### src/rtl/sbox_cfg_ctrl.sv
// S-box configuration controller: turns single-entry write commands and
// 64-nibble table-load streams into registered write strobes for the S-box bank.
module sbox_cfg_ctrl (
    input  logic       clk,
    input  logic       rst,
    input  logic       cmd_valid,
    output logic       cmd_ready,
    input  logic       cmd_mode,
    input  logic [2:0] cmd_sbox,
    input  logic [1:0] cmd_row,
    input  logic [3:0] cmd_col,
    input  logic [3:0] cmd_val,
    input  logic       load_valid,
    output logic       load_ready,
    input  logic [3:0] load_data,
    input  logic       des_busy,
    input  logic       abort,
    output logic       edit_sbox,
    output logic [2:0] sbox_sel,
    output logic [1:0] row_sel,
    output logic [3:0] col_sel,
    output logic [3:0] new_sbox_val,
    output logic       busy,
    output logic       done
);

    typedef enum logic [1:0] {
        S_IDLE   = 2'd0,
        S_SINGLE = 2'd1,
        S_LOAD   = 2'd2,
        S_FINISH = 2'd3
    } state_t;

    state_t     state_q, state_d;
    logic [5:0] idx_q, idx_d;
    logic [2:0] cap_sbox_q, cap_sbox_d;
    logic [1:0] cap_row_q, cap_row_d;
    logic [3:0] cap_col_q, cap_col_d;
    logic [3:0] cap_val_q, cap_val_d;
    logic       edit_q, edit_d;
    logic [2:0] sbox_sel_q, sbox_sel_d;
    logic [1:0] row_sel_q, row_sel_d;
    logic [3:0] col_sel_q, col_sel_d;
    logic [3:0] val_q, val_d;
    logic       done_q, done_d;
    logic       cmd_fire;
    logic       load_fire;

    assign cmd_ready  = (state_q == S_IDLE) && !abort && !rst;
    assign load_ready = (state_q == S_LOAD) && !des_busy && !abort && !rst;
    assign cmd_fire   = cmd_valid && cmd_ready;
    assign load_fire  = load_valid && load_ready;
    assign busy       = (state_q != S_IDLE);

    assign edit_sbox    = edit_q;
    assign sbox_sel     = sbox_sel_q;
    assign row_sel      = row_sel_q;
    assign col_sel      = col_sel_q;
    assign new_sbox_val = val_q;
    assign done         = done_q;

    // Strobe and done default low; select/data hold their last written value.
    always_comb begin
        state_d    = state_q;
        idx_d      = idx_q;
        cap_sbox_d = cap_sbox_q;
        cap_row_d  = cap_row_q;
        cap_col_d  = cap_col_q;
        cap_val_d  = cap_val_q;
        edit_d     = 1'b0;
        sbox_sel_d = sbox_sel_q;
        row_sel_d  = row_sel_q;
        col_sel_d  = col_sel_q;
        val_d      = val_q;
        done_d     = 1'b0;

        if (abort) begin
            state_d = S_IDLE;
            idx_d   = 6'd0;
        end else begin
            case (state_q)
                S_IDLE: begin
                    if (cmd_fire) begin
                        cap_sbox_d = cmd_sbox;
                        cap_row_d  = cmd_row;
                        cap_col_d  = cmd_col;
                        cap_val_d  = cmd_val;
                        idx_d      = 6'd0;
                        state_d    = cmd_mode ? S_LOAD : S_SINGLE;
                    end
                end
                S_SINGLE: begin
                    if (!des_busy) begin
                        edit_d     = 1'b1;
                        sbox_sel_d = cap_sbox_q;
                        row_sel_d  = cap_row_q;
                        col_sel_d  = cap_col_q;
                        val_d      = cap_val_q;
                        state_d    = S_FINISH;
                    end
                end
                S_LOAD: begin
                    if (load_fire) begin
                        edit_d     = 1'b1;
                        sbox_sel_d = cap_sbox_q;
                        row_sel_d  = idx_q[5:4];
                        col_sel_d  = idx_q[3:0];
                        val_d      = load_data;
                        idx_d      = idx_q + 6'd1;
                        if (idx_q == 6'd63) begin
                            state_d = S_FINISH;
                        end
                    end
                end
                S_FINISH: begin
                    // Final write is on the outputs this cycle; done follows it.
                    done_d  = 1'b1;
                    state_d = S_IDLE;
                end
                default: begin
                    state_d = S_IDLE;
                end
            endcase
        end
    end

    always_ff @(posedge clk) begin
        if (rst) begin
            state_q    <= S_IDLE;
            idx_q      <= 6'd0;
            cap_sbox_q <= 3'd0;
            cap_row_q  <= 2'd0;
            cap_col_q  <= 4'd0;
            cap_val_q  <= 4'd0;
            edit_q     <= 1'b0;
            sbox_sel_q <= 3'd0;
            row_sel_q  <= 2'd0;
            col_sel_q  <= 4'd0;
            val_q      <= 4'd0;
            done_q     <= 1'b0;
        end else begin
            state_q    <= state_d;
            idx_q      <= idx_d;
            cap_sbox_q <= cap_sbox_d;
            cap_row_q  <= cap_row_d;
            cap_col_q  <= cap_col_d;
            cap_val_q  <= cap_val_d;
            edit_q     <= edit_d;
            sbox_sel_q <= sbox_sel_d;
            row_sel_q  <= row_sel_d;
            col_sel_q  <= col_sel_d;
            val_q      <= val_d;
            done_q     <= done_d;
        end
    end

endmodule

### config.mk
export PLATFORM = sky130hd
export DESIGN_NAME = sbox_cfg_ctrl
export DESIGN_NICKNAME = d
export VERILOG_FILES = /design/src/rtl/sbox_cfg_ctrl.sv
export SDC_FILE = /design/constraint.sdc
export NUM_CORES = 1
export LEC_CHECK = 0
export CAP_MARGIN = 20
export CORE_MARGIN = 1.5
export CORE_UTILIZATION = 30
export CTS_CLUSTER_SIZE = 16
export DETAILED_ROUTE_END_ITERATION = 8
export PLACE_DENSITY_LB_ADDON = 0.15
export SLEW_MARGIN = 20
export SYNTH_ARGS = -nofsm -noshare
export SYNTH_HDL_FRONTEND = slang
export SYNTH_SLANG_ARGS = --single-unit
### constraint.sdc
create_clock -name clk -period 1.7 [get_ports clk]
set_input_delay 0.34 -clock clk [delete_from_list [all_inputs] [get_ports clk]]
set_output_delay 0.34 -clock clk [all_outputs]
set_load 0.005 [all_outputs]
==> results, run 1 <==
- The core footprint is 5240 sq um.
- The global router's overall resource usage is 0.150.
- After synthesis, the cell types taking the most area are dfxtp_1, mux2i_1, nand2_1.
- For met2 alone, demand over resource in global routing was 0.239.
- The maximum buffer depth of the clock tree is 2.
- The final-layout setup total negative slack is -0.106 ns.
- The start point of the worst min-delay path is des_busy.
- The number of antenna violations at the first check in global routing is 0.
- The placer's final routability congestion estimate is 0.745.
- The number of vias per cell is 4.71.
- The source-to-sink clock delay at the later pin of the worst-skew pair is 0.28 ns.
- In this run the critical register-to-register path is launched from state_q[1].
- The endpoint of the worst-slack reg-to-reg timing path is idx_q[0].
- Entering global routing, the biggest net connects 29 pins.
- Setup repair after global routing could not meet its margin everywhere.
- The instance count of the mapped netlist is 182.
- The count of endpoints failing hold in the final timing report is 0.
- Once detail routing completed, the nets flagged for antenna violations numbered 0.
- The most area-hungry cell type in the Yosys netlist is dfxtp_1.
- The TritonCTS clock tree is yes.
- The worst-margin pin slew is 0.359 ns.
- Setup violations remaining at the end of the flow were counted as 5.
- The H-tree depth is 2.
- For met3 alone, demand over resource in global routing was 0.0400.
- In the global route stage, met1 resource usage came out at 0.197.
- STA classifies the critical path startpoint as a flip-flop.
- The number of distinct standard cells referenced by the synthesized netlist is 36.
- After detailed routing, the total wire length is 4280 microns.
- The first detailed-routing pass ran for 4 iterations.
- The overall die area is 6020 sq um.
- The run finished, with violations left.
- The most congested layer reported by global routing is met2.
- The setup slack on the worst flop-to-flop path is -0.04 ns.
- dfxtp_1 is the most common cell in the netlist.
- At the worst endpoint, the required time is 1.93 ns.
- The leakage power summed over all cells is 0.935 nW.
- The least setup slack across all paths after layout is -0.0385 ns.
- The net count of the finished layout is 282.
- The count of unresolved DRC violations after routing is 0.
- Based on the critical path, the design can be clocked at up to 575 MHz.
- The type of the most critical hold path is input port to flip-flop.
- The synthesized area divided by synthesized cell count is 9.18 sq um.
- The area added between synthesis and finish is 55.2%.
- The number of slew-limit violations in the final report came to 0.
- Across the routed clock network, the largest skew measured is 0.00268 ns.
- Buffers placed on the I/O ports in this run total 41.
- The number of sinks handled by clock tree synthesis is 36.
- Row generation in the floorplan step produced 26 rows.
- The count of flip-flops with a built-in enable after synthesis is 0.
- The initial core utilization is 0.319.
- Of the cells placed in the final design, the portion with a size suffix greater than 1 is 0.313.
- The final reports fail on negative setup slack.
- The number of global-route vias before repair is 1471.
- Of all nets on the critical path, the largest fanout is 5.
- The share of synthesized area in the top cell type comes to 0.431.
- OpenSTA, run right after detailed placement, puts the worst setup slack at -0.534 ns.
- For this block, the via count after detailed routing is 1516.
- The share of the clock period used by the worst path after layout is 1.02.
- Counting flops with an async set or reset pin after synthesis yields a share of 0.
- The initial DRC count is 60.
- Clock-pin slew was measured on the worst setup and hold paths at 0.07 ns.
- The number of top-level design ports is 42.
- The data arrival at the endpoint of the critical path is 1.97 ns.
- The cell chosen for the clock root is clkbuf_8.
- The number of hold buffers added after cts is 0.
- The total clock buffers created by CTS is 5.
- In this run the tightest slew margin relative to its limit is 0.761.
- After global routing the overflow that remains totals 0.
- The HPWL after detailed placement is 2880 microns.
- Subtracting the final worst setup slack from the clock period gives 1.74 ns.
- When the netlist entered floorplanning its net count stood at 212.
- The type of the worst setup path is flip-flop to flip-flop.
- Measured along the y axis, the die boundary spans 77.6 microns.
- The register bit count reported by yosys is 36.
- Power spread over the standard cell area amounts to 713 nW/um^2.
- The worst min-delay path endpoint is edit_sbox.
- Measured along the x axis, the die boundary spans 77.6 microns.
- By count the netlist is led by dfxtp_1, nand2_1, a21oi_1, nor2_1, mux2i_1.
- Summing every instance area after synthesis gives 1670 sq um.
- The overall power of the completed layout is 0.00185 W.
- The post-detailed-route wirelength per cell is 13.3 microns.
- Max-cap violations in this run came to 0.
- The most used flip-flop cell after synthesis is dfxtp_1.
- The worst hold path passes through 3 cells.
- Counting cells, the worst reg-to-reg path comes to 7.
- The worst-case IR drop observed on VDD is 0.440 mV.
- The worst setup path is captured at a flip-flop.
- The repair_antennas step left the layout with diodes totalling 0.
- The Yosys warning count is 0.
- The wire length of the first global-routing pass is 7160 microns.
- The share of the Yosys chip area taken by registers is 0.431.
## how the worst max path moves through the flow
stage                    start               to  slack, ns  depth (start not counted)
floorplan                abort       col_sel[0]       0.02                          5
global placement         abort       col_sel[1]      -0.49                          6
detailed placement       abort  new_sbox_val[2]      -0.53                          6
CTS                 state_q[1]         idx_q[3]      -0.01                          7
global route        state_q[1]      sbox_sel[1]       -0.1                          8
finish              state_q[1]         idx_q[0]      -0.04                          7
## report_power, final
part	internal [W]	switching, W
clock	0.000361	0.000293
combinational	0.000176	0.000137
sequential	0.000868	0.0000144
## area by class of cell
type | instances | area, sq um
multi-input combinational | 131 | 977
sequential | 36 | 723
tap | 70 | 87.6
clock buffer | 7 | 96.3
inverter | 5 | 21.3
timing repair buffer | 73 | 687
fill | 515 | 2650
## registers in the layout, summed over array words and instances, names as in the netlist
signal        cells
cap_col_q         4
row_sel           2
done              1
state_q           2
edit_sbox         1
cap_val_q         4
idx_q             6
sbox_sel          3
cap_sbox_q        3
col_sel           4
cap_row_q         2
new_sbox_val      4
## timing repair
| action | in CTS | in global routing |
|---|---|---|
| endpoints found under the setup margin | 24 | 18 |
| setup buffers | 6 | 3 |
| pin swaps | 5 | 9 |
| gates resized for setup | 33 | 14 |
## stage by stage
| stage | hold slack (ns) | std cells | area [sq um] | utilization |
|---|---|---|---|---|
| floorplan | 0.417 | 182 | 1700 | - |
| global placement | 0.442 | 306 | 2320 | 0.443 |
| detailed placement | 0.449 | 306 | 2320 | 0.443 |
| CTS | 0.352 | 319 | 2530 | 0.483 |
| global route | 0.368 | 322 | 2590 | 0.495 |
| finish | 0.364 | 322 | 2590 | 0.495 |
## cell usage in the layout (no fill, tap or decap), types with 2 or more instances in the layout
| cell | instances |
|---|---|
| nand2_1 | 35 |
| dfxtp_1 | 34 |
| clkdlybuf4s50_1 | 34 |
| buf_4 | 22 |
| a21oi_1 | 16 |
| mux2i_1 | 15 |
| nor2_1 | 11 |
| a211oi_2 | 11 |
| buf_6 | 8 |
| clkbuf_8 | 7 |
| nor2_2 | 5 |
| nand3_1 | 3 |
| a31o_2 | 3 |
| ha_4 | 3 |
| ha_1 | 3 |
| dlygate4sd2_1 | 3 |
| inv_2 | 2 |
| inv_1 | 2 |
| nand2b_1 | 2 |
| nor4_2 | 2 |
| o21ai_0 | 2 |
| buf_2 | 2 |
| buf_12 | 2 |
| dfxtp_2 | 2 |
## kinds of logic after synthesis
kind of cell | synth area share
AOI/OAI and AO/OA | 0.193
adders and majority gates | 0.0449
muxes | 0.0966
and+or+nand+nor | 0.191
DFF | 0.431
buffers and inverters | 0.0427
## routing by layer
layer | vias to the layer above | share of wire
met4 | 0 | 0.0098
li1 | 773 | -
met2 | 26 | 0.46
met5 | - | 0
met1 | 712 | 0.49
met3 | 5 | 0.037
## worst max-delay path, cell delays in order, from the launching register on
cell	delay, ns
dfxtp_2	0.35
buf_6	0.10
ha_4	0.15
inv_2	0.05
buf_6	0.11
or4_4	0.57
mux2_4	0.30
nor2_2	0.07
No activity file was read; power rests on OpenSTA's default activity.
==> run 2: changes to the inputs <==
--- a/config.mk
+++ b/config.mk
@@ -8,8 +8,10 @@
 export CAP_MARGIN = 20
 export CORE_MARGIN = 1.5
 export CORE_UTILIZATION = 30
+export CTS_BUF_LIST = sky130_fd_sc_hd__clkbuf_4 sky130_fd_sc_hd__clkbuf_8 sky130_fd_sc_hd__clkbuf_16
 export CTS_CLUSTER_SIZE = 16
 export DETAILED_ROUTE_END_ITERATION = 8
+export HOLD_SLACK_MARGIN = 0.03
 export PLACE_DENSITY_LB_ADDON = 0.15
 export SLEW_MARGIN = 20
 export SYNTH_ARGS = -nofsm -noshare
==> results of run 2 <==
Same layout as run 1: the final DEF is identical, and so are final timing and power.
